$ cat src/rtl/float_to_fixed_pipe_if.sv
// Valid/ready stream carrying IEEE-754 singles in and signed fixed-point results out.
interface float_to_fixed_pipe_if #(
    parameter int OUT_WIDTH = 32
);
    logic                 i_VALID;
    logic                 o_READY;
    logic [31:0]          i_FLOAT_WORD;
    logic                 o_VALID;
    logic                 i_READY;
    logic [OUT_WIDTH-1:0] o_FIXED_RESULT;
    logic                 o_OVF;
    logic                 o_NAN;
    logic                 o_INEXACT;

    modport master (
        output i_VALID, i_FLOAT_WORD, i_READY,
        input  o_READY, o_VALID, o_FIXED_RESULT, o_OVF, o_NAN, o_INEXACT
    );

    modport slave (
        input  i_VALID, i_FLOAT_WORD, i_READY,
        output o_READY, o_VALID, o_FIXED_RESULT, o_OVF, o_NAN, o_INEXACT
    );
endinterface

$ cat src/rtl/float_to_fixed_pipe.sv
// Three-stage IEEE-754 single to signed Q-format converter with saturation,
// selectable truncate/RNE rounding, and a stall-everything valid/ready pipeline.
module float_to_fixed_pipe #(
    parameter int OUT_WIDTH  = 32,
    parameter int FRAC_BITS  = 16,
    parameter int ROUND_MODE = 1
) (
    input logic i_CLK,
    input logic i_RST,
    float_to_fixed_pipe_if.slave bus
);
    localparam int XW = OUT_WIDTH + 26;
    localparam int SW = $clog2(XW);
    localparam logic signed [10:0] P_MAX = 11'(OUT_WIDTH - 1);
    localparam logic signed [10:0] P_MIN = -11'sd1;
    localparam logic [OUT_WIDTH:0]   HALF = (OUT_WIDTH + 1)'(1) << (OUT_WIDTH - 1);
    localparam logic [OUT_WIDTH-1:0] MAXV = {1'b0, {(OUT_WIDTH-1){1'b1}}};
    localparam logic [OUT_WIDTH-1:0] MINV = {1'b1, {(OUT_WIDTH-1){1'b0}}};

    logic stall, advance;
    assign stall       = bus.o_VALID & ~bus.i_READY;
    assign advance     = ~stall;
    assign bus.o_READY = advance;

    // S1: unpack and classify; p1 is the bit position of the leading one in the result
    logic                   v1, sign1, zero1, special1, frac_nz1;
    logic signed [10:0]     p1;
    logic [23:0]            m1;

    always_ff @(posedge i_CLK) begin
        if (i_RST) begin
            v1 <= 1'b0;
        end else if (advance) begin
            v1       <= bus.i_VALID;
            sign1    <= bus.i_FLOAT_WORD[31];
            zero1    <= (bus.i_FLOAT_WORD[30:23] == 8'h00);
            special1 <= (bus.i_FLOAT_WORD[30:23] == 8'hFF);
            frac_nz1 <= (bus.i_FLOAT_WORD[22:0] != 23'd0);
            m1       <= {1'b1, bus.i_FLOAT_WORD[22:0]};
            p1       <= $signed({3'b000, bus.i_FLOAT_WORD[30:23]}) - 11'sd127 + 11'(FRAC_BITS);
        end
    end

    // S2: align mantissa so bit 26 is the result LSB, bits 25/24 guard/round, rest sticky
    logic              in_range;
    logic [SW-1:0]     amt;
    logic [XW-1:0]     x;

    always_comb begin
        in_range = (p1 >= P_MIN) && (p1 <= P_MAX);
        amt      = in_range ? SW'(p1 + 11'sd3) : '0;
        x        = XW'(m1) << amt;
    end

    logic                 v2, sign2, nan2, sat2, zero2, zinex2, g2, r2, s2;
    logic [OUT_WIDTH-1:0] mag2;

    always_ff @(posedge i_CLK) begin
        if (i_RST) begin
            v2 <= 1'b0;
        end else if (advance) begin
            v2     <= v1;
            sign2  <= sign1;
            nan2   <= special1 & frac_nz1;
            sat2   <= (special1 & ~frac_nz1) | (~special1 & ~zero1 & (p1 > P_MAX));
            zero2  <= ~special1 & (zero1 | (p1 < P_MIN));
            zinex2 <= zero1 ? frac_nz1 : 1'b1;
            mag2   <= x[XW-1:26];
            g2     <= x[25];
            r2     <= x[24];
            s2     <= |x[23:0];
        end
    end

    // S3: round magnitude, saturate, then apply sign
    logic                 inc, inexact_n, ovf_n, nan_n, inx_n;
    logic [OUT_WIDTH:0]   mag_r;
    logic [OUT_WIDTH-1:0] res_n;

    always_comb begin
        inc       = (ROUND_MODE == 1) && g2 && (r2 | s2 | mag2[0]);
        mag_r     = {1'b0, mag2} + (OUT_WIDTH + 1)'(inc);
        inexact_n = g2 | r2 | s2;
        res_n     = '0;
        ovf_n     = 1'b0;
        nan_n     = 1'b0;
        inx_n     = 1'b0;
        if (!v2) begin
            res_n = '0;
        end else if (nan2) begin
            nan_n = 1'b1;
        end else if (sat2) begin
            res_n = sign2 ? MINV : MAXV;
            ovf_n = 1'b1;
        end else if (zero2) begin
            inx_n = zinex2;
        end else if (mag_r >= HALF) begin
            if (sign2 && (mag_r == HALF)) begin
                res_n = MINV;
                inx_n = inexact_n;
            end else begin
                res_n = sign2 ? MINV : MAXV;
                ovf_n = 1'b1;
            end
        end else begin
            res_n = sign2 ? -mag_r[OUT_WIDTH-1:0] : mag_r[OUT_WIDTH-1:0];
            inx_n = inexact_n;
        end
    end

    always_ff @(posedge i_CLK) begin
        if (i_RST) begin
            bus.o_VALID        <= 1'b0;
            bus.o_FIXED_RESULT <= '0;
            bus.o_OVF          <= 1'b0;
            bus.o_NAN          <= 1'b0;
            bus.o_INEXACT      <= 1'b0;
        end else if (advance) begin
            bus.o_VALID        <= v2;
            bus.o_FIXED_RESULT <= res_n;
            bus.o_OVF          <= ovf_n;
            bus.o_NAN          <= nan_n;
            bus.o_INEXACT      <= inx_n;
        end
    end
endmodule

$ cat src/flat_wrapper.sv
// flat-port wrapper written by rule: the top's interface ports become plain ports
module float_to_fixed_pipe_flat 
#(
    parameter int OUT_WIDTH  = 32,
    parameter int FRAC_BITS  = 16,
    parameter int ROUND_MODE = 1
)
  (i_CLK, i_RST, bus_i_VALID, bus_i_FLOAT_WORD, bus_i_READY, bus_o_READY, bus_o_VALID, bus_o_FIXED_RESULT, bus_o_OVF, bus_o_NAN, bus_o_INEXACT);
  float_to_fixed_pipe_if #(.OUT_WIDTH(OUT_WIDTH)) bus_i ();
  input logic i_CLK;
  input logic i_RST;
  input wire logic [$bits(bus_i.i_VALID)-1:0] bus_i_VALID;
  input wire logic [$bits(bus_i.i_FLOAT_WORD)-1:0] bus_i_FLOAT_WORD;
  input wire logic [$bits(bus_i.i_READY)-1:0] bus_i_READY;
  output wire logic [$bits(bus_i.o_READY)-1:0] bus_o_READY;
  output wire logic [$bits(bus_i.o_VALID)-1:0] bus_o_VALID;
  output wire logic [$bits(bus_i.o_FIXED_RESULT)-1:0] bus_o_FIXED_RESULT;
  output wire logic [$bits(bus_i.o_OVF)-1:0] bus_o_OVF;
  output wire logic [$bits(bus_i.o_NAN)-1:0] bus_o_NAN;
  output wire logic [$bits(bus_i.o_INEXACT)-1:0] bus_o_INEXACT;
  assign bus_i.i_VALID = bus_i_VALID;
  assign bus_i.i_FLOAT_WORD = bus_i_FLOAT_WORD;
  assign bus_i.i_READY = bus_i_READY;
  assign bus_o_READY = bus_i.o_READY;
  assign bus_o_VALID = bus_i.o_VALID;
  assign bus_o_FIXED_RESULT = bus_i.o_FIXED_RESULT;
  assign bus_o_OVF = bus_i.o_OVF;
  assign bus_o_NAN = bus_i.o_NAN;
  assign bus_o_INEXACT = bus_i.o_INEXACT;
  float_to_fixed_pipe #(.OUT_WIDTH(OUT_WIDTH), .FRAC_BITS(FRAC_BITS), .ROUND_MODE(ROUND_MODE)) u_core (.i_CLK(i_CLK), .i_RST(i_RST), .bus(bus_i));
endmodule
$ cat config.mk
export PLATFORM = sky130hd
export DESIGN_NAME = float_to_fixed_pipe_flat
export DESIGN_NICKNAME = d
export VERILOG_FILES = /design/src/rtl/float_to_fixed_pipe_if.sv /design/src/rtl/float_to_fixed_pipe.sv /design/src/flat_wrapper.sv
export SDC_FILE = /design/constraint.sdc
export NUM_CORES = 1
export LEC_CHECK = 0
export ABC_AREA = 1
export CAP_MARGIN = 25
export CORE_MARGIN = 2
export CORE_UTILIZATION = 42
export DETAILED_ROUTE_END_ITERATION = 10
export PLACE_DENSITY = 0.71
export SKIP_LAST_GASP = 1
export SLEW_MARGIN = 20
export SYNTH_ARGS = -nofsm -noshare
export SYNTH_HDL_FRONTEND = slang
export SYNTH_SLANG_ARGS = --single-unit
$ cat constraint.sdc
create_clock -name i_CLK -period 4.77 [get_ports i_CLK]
set_clock_uncertainty 0.05 [all_clocks]
set_input_delay 0.7155 -clock i_CLK [delete_from_list [all_inputs] [get_ports i_CLK]]
set_output_delay 0.7155 -clock i_CLK [all_outputs]
set_load 0.005 [all_outputs]
**After elaboration in Yosys (flattened, before gate mapping)**

Index checks and enable logic that the tools add are counted.

- Latch bits: 0
- Output and inout bits: 37
- Memory bits (writable): 0
- Memories kept: 0
- ROM bits: 0
- Register bits after elaboration: 116

- Shift operators: 1
- Divide/modulo/power cells: 0
- Muxes and demuxes: 23
- Reduce and logical (&&, ||, !) cells: 7
- Equal/unequal tests: 2
- $lt $le $gt $ge: 5
- Multipliers: 0
- Bitwise logic cells: 18
- Add/sub/neg operators: 5

Operators by type and width:

| cell | count |
|---|---|
| $mux 32 | 8 |
| $shl 24x6->58 | 1 |
| $add 32x1->33 | 1 |
| $eq 33x32->1 const B | 1 |
| $ge 33x32->1 const B | 1 |
| $neg 32->32 | 1 |
| $reduce_or 24->1 | 1 |
| $reduce_bool 23->1 | 1 |
| $mux 1 | 14 |
| $add 11x6->11 const B | 1 |
| $ge 11x1->1 const B | 1 |
| $gt 11x6->1 const B | 1 |
| $le 11x6->1 const B | 1 |
| $lt 11x1->1 const B | 1 |
| $sub 8x7->9 const B | 1 |
| $eq 8x8->1 const B | 1 |
| $logic_not 8->1 | 1 |
| $add 6x3->6 const B | 1 |
| $and 1x1->1 | 6 |
| $mux 6 | 1 |
| $not 1->1 | 6 |
| $or 1x1->1 | 6 |
| $logic_and 1x1->1 | 3 |
| $reduce_and 2->1 | 1 |

**Longest topological paths before layout**

Gate-level depths: netlist of the first run.

- Depth in word-level cells: 12
- Mapped depth: 22
- Depth with buffers taken out: 22

**Least setup slack after synthesis of the first run**

Ideal clock, no wire load.

- Path type: input to register
- From: in bus_i_READY
- To: reg u_core.frac_nz1 (enable)
- Stages on the path: 3
- Path buffers: 1
- Path slack: -0.042 ns
- Arrival: 4.246 ns
- Setup time: 0.515 ns
- Path through: nor2_1 clkbuf_1 nor2_1

- Cells in the longest elaborated chain, start to end: 4

RTL lines:

| element | line | source |
|---|---|---|
| from (decl) | flat_wrapper.sv:14 | `input wire logic [$bits(bus_i.i_READY)-1:0] bus_i_READY;` |
| $not 1->1 | float_to_fixed_pipe.sv:21 | `assign stall = bus.o_VALID & ~bus.i_READY;` |
| $and 1x1->1 | float_to_fixed_pipe.sv:21 |  |
| $not 1->1 (no source line) | -- |  |
| $reduce_and 2->1 (no source line) | -- |  |
| to (signal assigned) | float_to_fixed_pipe.sv:38 | `frac_nz1 <= (bus.i_FLOAT_WORD[22:0] != 23'd0);` |
| to (decl) | float_to_fixed_pipe.sv:26 | `logic v1, sign1, zero1, special1, frac_nz1;` |

Every way passes these cells.
A chain may end at the register's enable or synchronous reset.

**Worst setup path in the final report of the first run**

- From: reg u_core.p1[0]
- To: reg u_core.mag2[4] (data pin)

- Cells in the longest elaborated chain, start to end: 4
- Elaborated cells between the ends (all ways): 6
- Those cells by class: add/sub (1); order compare (2); shift (1); mux (1); reduce/logical (1)

RTL lines:

| element | line | source |
|---|---|---|
| from (decl) | float_to_fixed_pipe.sv:27 | `logic signed [10:0] p1;` |
| from (signal assigned) | float_to_fixed_pipe.sv:40 | `p1 <= $signed({3'b000, bus.i_FLOAT_WORD[30:23]}) - 11'sd127 + 11'(FRAC_BITS);` |
| $ge 11x1->1 or $le 11x6->1 (tied branches) | float_to_fixed_pipe.sv:50 | `in_range = (p1 >= P_MIN) && (p1 <= P_MAX);` |
| $logic_and 1x1->1 | float_to_fixed_pipe.sv:50 |  |
| $mux 6 (*) | float_to_fixed_pipe.sv:51 | `amt = in_range ? SW'(p1 + 11'sd3) : '0;` |
| $shl 24x6->58 (*) | float_to_fixed_pipe.sv:52 | `x = XW'(m1) << amt;` |
| to (signal assigned) | float_to_fixed_pipe.sv:68 | `mag2 <= x[XW-1:26];` |
| to (decl) | float_to_fixed_pipe.sv:56 | `logic [OUT_WIDTH-1:0] mag2;` |

Mark *: on every way between the ends. The rest lies on a longest branch, timed or not.

==> results of run 1 <==
==> final timing paths <==
check                                             from                            to  slack [ns]  cells after the start
worst max-delay path            u_core.p1[0]$_DFFE_PP_  u_core.mag2[4]$_SDFFCE_PP0P_        1.28                     13
worst min register to register  u_core.sign1$_DFFE_PP_        u_core.sign2$_DFFE_PP_        0.37                      0
worst max register to register  u_core.p1[0]$_DFFE_PP_  u_core.mag2[4]$_SDFFCE_PP0P_        1.28                     13
worst min-delay path            u_core.sign1$_DFFE_PP_        u_core.sign2$_DFFE_PP_        0.37                      0
==> critical path: stages, from the launching register on <==
cell,delay (ns)
edfxtp_1,0.45
inv_2,0.21
nor2_1,0.15
nand3_1,0.08
nand2_1,0.07
nand2_2,0.31
nand2_4,0.23
inv_2,0.06
nand2_1,0.06
buf_4,0.32
inv_1,0.11
nor2_1,0.52
inv_1,0.30
o21ai_0,0.36
==> Yosys cell counts, drive strengths merged (6+ instances only) <==
library cell | instances | share of area (%)
a21oi | 52 | 2.9
nand4 | 47 | 3.3
xnor2 | 8 | 0.79
xor2 | 21 | 2.1
buf | 38 | 2.5
nand2 | 429 | 19
edfxtp | 78 | 26
a31oi | 7 | 0.49
nor2 | 134 | 6.8
o21ai | 60 | 3.6
nand3 | 194 | 12
nand3b | 7 | 0.59
clkbuf | 18 | 0.76
nor3 | 24 | 1.4
a32o | 6 | 0.68
nor4 | 8 | 0.56
inv | 111 | 4.7
dfxtp | 38 | 8.6
ha | 7 | 0.99
==> cells by family (layout without fill, tap and decap cells) <==
group,after synthesis,count (layout),share of synthesized area [%]
simple gates,853,853,44.0
buf+inv,169,233,8.08
compound gates,139,139,9.03
flops,116,116,35.0
xor+xnor,29,29,2.86
fa+ha+maj,7,7,0.987
mux,1,1,0.113
==> stage by stage <==
step	util [%]	cell area (um^2)	power [mW]	instances	worst slack, ns
after floorplan	-	8870	1.75	1314	1.27
after global placement	46.8	9780	1.96	1621	1.39
after detailed placement	46.8	9780	1.96	1621	1.40
after CTS	49.8	10400	3.33	1653	1.39
after global routing	49.8	10400	3.48	1653	1.02
final	49.8	10400	3.33	1653	1.28
==> sequential cells by signal (all words and copies together) (netlist names), 11 cells and up <==
| name | flops |
|---|---|
| u_core.bus.o_FIXED_RESULT | 32 |
| u_core.mag2 | 32 |
| u_core.m1 | 23 |
| u_core.p1 | 11 |
==> power by group <==
group          switching [mW]  total, mW  internal [mW]
Combinational           0.509      0.755          0.246
Sequential             0.0529       1.20           1.15
Clock                   0.496       1.37          0.874
==> layout make-up <==
cell class,instances,area [um^2]
clock buffer,20,437
clock inverter,12,180
fill,2136,10500
inverter,113,427
multi-input combinational,1029,5070
sequential,116,3100
tap,275,344
timing repair buffer,88,841
==> layer usage <==
metal | GRT usage, % | wire (um) | part of all wire [%]
met4 | 6.76 | 343 | 1.4
met5 | 0 | 0 | 0
met3 | 3.09 | 1650 | 6.7
met2 | 36.2 | 11600 | 47
met1 | 32.0 | 11200 | 45
==> metrics.md, run 1 <==
| Metric | Value |
|---|---|
| Outcome | complete, no violations |
| Post-DP HPWL | ~19 mm |
| Power per cell area | 320 nW/um^2 |
| Final Cycle Share | between 70 and 80% |
| # resized after CTS | 0 |
| Critical path data arrival time | roughly 3.7 ns |
| H-tree depth | 4 |
| Maximum VDD drop | 0.255 mV |
| Die Span X | 149 um |
| Skew-Pair Late Insertion Delay | about 0.43 ns |
| Post-route setup TNS | 0 ns |
| Post-synthesis sequential area ratio | 35.0% |
| Mapped Nets | ~1400 |
| GRT Residual Overflow | 0 |
| Fraction of layout cells with a size suffix above 1 | 7.69% |
| Max Cap Viol | 0 |
| Min Tclk post-route | approximately 3.5 ns |
| Worst-path maximum fanout | 31 |
| Vias | 8973 |
| Nets | 1408 |
| First-pass GRT wire length | approximately 40 mm |
| IO Pins | 73 |
| Global Route Usage Sum | a little under a quarter |
| Worst hold margin | 0.372 ns |
| I/O Buffers | 72 |
| Post-synth EDFFs | 78 |
| Synth warn | 0 |
| Slew @ Worst Pin | 0.858 ns |
| TritonCTS clock tree | done |
| Hold WC Path Type | reg2reg |
| Die height | 149 um |
| Count of cell types in the netlist | between 50 and 60 |
| Starting density of the core | 42.5% |
| WS Path Type | reg2reg |
| Slew Limit Headroom | 42.8% |
| Routed WL per cell | 15.0 um |
| Post-Synthesis Cells | ~1300 |
| Row count | 53 |
| CP Launch Type | flip-flop |
| Most common cell after layout, fill and taps aside | nand2_1 |
| Root Driver | clkbuf_16 |
| Ys flop type | edfxtp_1 |
| Core area | 20900 um^2 |
| Placer Congestion | 0.969 |
| Commonest cells after routing, fill and taps aside | nand2_1, nand3_1, nor2_1 |
| Area growth from synthesis to layout | 17.2% |
| Final Hold Fails | 0 |
| Post-Synthesis Cell Area | 8870 um^2 |
| Clk sinks | 116 |
| Clock-pin slew on the worst setup and hold paths | 0.06 ns |
| Static leakage | 4.35 nW |
| Pin count of the biggest net entering global routing | 42 |
| Inserted Clock Buffers | 17 |
| DRT Pass-1 Iters | 6 |
| Post-CTS Setup Inserts | 0 |
| Async SR Flop Fraction | 0% |
| Hold buffer count at CTS | 0 |
| Number of remaining DRC errors | 0 |
| Ant. Diodes | 0 |
| Max Clk Rate | 286 MHz |
| Die ar. | ~22000 um^2 |
| #FFs+latches synth | 116 |
| Worst Path Required | 4.93 ns |
| Max-slew violations | 0 |
| Max Buffers Root-to-Sink | 2 |
| RSZ-0062 raised after global routing | no |
| Mean Syn Cell Area | 6.75 um^2 |
| Total wire length | ~25 mm |
| Setup crit end kind | flip-flop |
| Vias in the first global route | 7979 |
| Vias per inst | between 5 and 6 |
| Antenna Violating Nets Remaining | 0 |
| 1st-iter DRT viols | 812 |
| Setup Viol. Count Final | 0 |
| Initial antenna violation count | 0 |
No activity file was read; power rests on OpenSTA's default activity.
==> run 2, diff against run 1 <==
==> constraint.sdc (replaced) <==
create_clock -name i_CLK -period 2.9 [get_ports i_CLK]
set_clock_uncertainty 0.05 [all_clocks]
set_input_delay 0.435 -clock i_CLK [delete_from_list [all_inputs] [get_ports i_CLK]]
set_output_delay 0.435 -clock i_CLK [all_outputs]
set_load 0.005 [all_outputs]
==> metrics.md, run 2 (same netlist as run 1, synthesis figures left out) <==
| Metric | Value |
|---|---|
| Outcome | complete, no violations |
| Setup crit end kind | flip-flop |
| Area taken by flip-flops and latches | 3100 um^2 (unchanged) |
| Setup Viol. Count Final | 0 (unchanged) |
| Ant. Diodes | 0 (unchanged) |
| Power per cell area | 512 nW/um^2 (+60%) |
| Total wire length | 24.9 mm (+0.31%) |
| CP Launch Type | flip-flop |
| Maximum VDD drop | 0.383 mV (+50%) |
| Hold buffer count at CTS | 0 (unchanged) |
| Max Clk Rate | 367 MHz (+28%) |
| Row count | 53 (unchanged) |
| Min Tclk post-route | 2.72 ns (-0.769 ns) |
| Top flop regs | u_core.bus.o_FIXED_RESULT x32, u_core.mag2 x32, u_core.m1 x23 |
| Fraction of layout cells with a size suffix above 1 | 12.0% (+4.3 points) |
| Root Driver | clkbuf_16 |
| Die height | 149 um (unchanged) |
| Static leakage | 4.57 nW (+5.1%) |
| Placer Congestion | 0.968 (-0.10%) |
| Pin count of the biggest net entering global routing | 79 (+88%) |
| Vias | 9138 (+1.8%) |
| # fillers | 2057 (-3.7%) |
| Initial antenna violation count | 0 (unchanged) |
| Die Span X | 149 um (unchanged) |
| Dpl ws | -0.0452 ns (-1.45 ns) |
| Starting density of the core | 42.5% (unchanged) |
| Inserted Clock Buffers | 17 (unchanged) |
| Vias in the first global route | 8036 (+0.71%) |
| First-pass GRT wire length | 39.2 mm (-2.5%) |
| Slowest stage delay, CP | 0.44 ns (-0.08 ns) |
| Multi-input gate area | 5210 um^2 (+2.8%) |
| Most common cell after layout, fill and taps aside | nand2_1 |
| Crit path depth | 15 (+2) |
| Commonest cells after routing, fill and taps aside | nand2_1, nand3_1, nor2_1 |
| Crit path from | u_core.p1[1]$_DFFE_PP_ |
| Slowest cell on crit path | edfxtp_1 |
| Antenna Violating Nets Remaining | 0 (unchanged) |
| Max Cap Viol | 0 (unchanged) |
| DRT Pass-1 Iters | 6 (unchanged) |
| Number of remaining DRC errors | 0 (unchanged) |
| Worst Path Required | 3.01 ns (-1.92 ns) |
| Final Cycle Share | 93.9% (+21 points) |
| IO Pins | 73 (unchanged) |
| Hold WC Path Type | reg2reg |
| TritonCTS clock tree | done |
| WS Path Type | reg2reg |
| Final Hold Fails | 0 (unchanged) |
| Die ar. | 22300 um^2 (unchanged) |
| Core area | 20900 um^2 (unchanged) |
| Hold_sp | u_core.sign1$_DFFE_PP_ |
| Reg2Reg Launch Point | u_core.p1[1]$_DFFE_PP_ |
| H-tree depth | 4 (unchanged) |
| Post-route setup TNS | 0 ns (unchanged) |
| Max Buffers Root-to-Sink | 2 (unchanged) |
| Area growth from synthesis to layout | 22.2% |
| 1st-iter DRT viols | 741 (-8.7%) |
| Clk sinks | 116 (unchanged) |
| Final WS setup | 0.178 ns (-1.10 ns) |
| Skew-Pair Late Insertion Delay | 0.43 ns (about the same) |
| Clock-pin slew on the worst setup and hold paths | 0.05 ns (about the same) |
| Slew Limit Headroom | 42.6% (-0.13 points) |
| Vias per inst | 5.41 (-0.27%) |
| Nets | 1443 (+2.5%) |
| Post-DP HPWL | 18.5 mm (-2.3%) |
| Reg2reg path depth | 15 (+2) |
| CP bufs+invs | 3 (-2) |
| GRT Residual Overflow | 0 (unchanged) |
| Cells along the critical path | ha_1 > inv_1 > nor2_1 > nand2_1 > nand3_4 > nand3_4 > buf_4 > nand2_1 > nand3_1 > o21ai_0 > mux2i_1 > o21ai_1 > o21ai_1 > buf_4 > nor2_1 |
| Total chip power | 5.55 mW (+67%) |
| Max-slew violations | 0 (unchanged) |
| Slew @ Worst Pin | 0.859 ns (+0.00197 ns) |
| Routed WL per cell | 14.7 um (-1.8%) |
| I/O Buffers | 72 (unchanged) |
| RR Endpoint | u_core.mag2[30]$_SDFFCE_PN0P_ |
| FF-to-FF setup slack | 0.18 ns (-1.10 ns) |
| Worst-path maximum fanout | 7 (-77%) |
| Critical path capture point | u_core.mag2[30]$_SDFFCE_PN0P_ |
| Global Route Usage Sum | 22.0% (-0.66 points) |
| Crit path max-delay family | simple AND/OR/NAND/NOR gates |
| Critical path data arrival time | 2.83 ns (-0.82 ns) |
## run 2: final cells by class
cell class | count | share of cell area, %
Clock buffer | 19 | 4.08
Clock inverter | 13 | 1.67
Inverter | 113 | 3.98
Multi-Input combinational cell | 1031 | 48.0
Sequential cell | 116 | 28.6
Tap cell | 275 | 3.17
Timing Repair Buffer | 121 | 10.4
## run 2: metrics by stage
stage                     cells  utilization (%)  instance area, um^2  hold slack [ns]
final                      1688             51.9                10800            0.376
after global routing       1688             51.9                10800            0.384
after CTS                  1678             50.8                10600            0.378
after detailed placement   1646             47.8                 9990            0.364
after global placement     1646             47.8                 9990            0.355
after floorplan            1314                -                 8880            0.350
## run 2: worst min path at each step
stage,cells past startpoint,to,slack (ns)
2_1_floorplan,0,u_core.sign2$_DFFE_PP_,0.35
3_3_place_gp,0,u_core.sign2$_DFFE_PP_,0.35
3_5_place_dp,0,u_core.sign2$_DFFE_PP_,0.36
4_1_cts,0,u_core.sign2$_DFFE_PP_,0.38
5_1_grt,0,u_core.sign2$_DFFE_PP_,0.38
6_report,0,u_core.sign2$_DFFE_PP_,0.38
## run 2: routing by layer
metal / vias to the layer above / GRT usage (%) / part of all wire [%]
li1: 4592 / - / -
met1: 4194 / 30.5 / 45
met4: 0 / 6.76 / 1.9
met5: - / 0 / 0
met3: 36 / 3.67 / 6.6
met2: 316 / 35.2 / 47
## run 2: repair_timing
action,4_1_cts,5_1_grt
endpoints found under the hold margin,0,0
endpoints found under the setup margin,2,44
resized for setup,2,43
cloned,0,2
buffers inserted,0,8
pin swaps,0,7
## run 2: worst register-to-register path, stage by stage, from the launching register on
cell and delay (ns):
edfxtp_1 0.44, ha_1 0.21, inv_1 0.07, nor2_1 0.05, nand2_1 0.10, nand3_4 0.16, nand3_4 0.19, buf_4 0.17
nand2_1 0.06, nand3_1 0.07, o21ai_0 0.13, mux2i_1 0.24, o21ai_1 0.16, o21ai_1 0.18, buf_4 0.15, nor2_1 0.04
## run 2: power breakdown
part           total [mW]  switching [mW]  internal (mW)  leakage, nW
Clock                2.23           0.774           1.46        0.305
Sequential           1.97          0.0838           1.89         1.08
Combinational        1.35           0.873          0.476         3.19
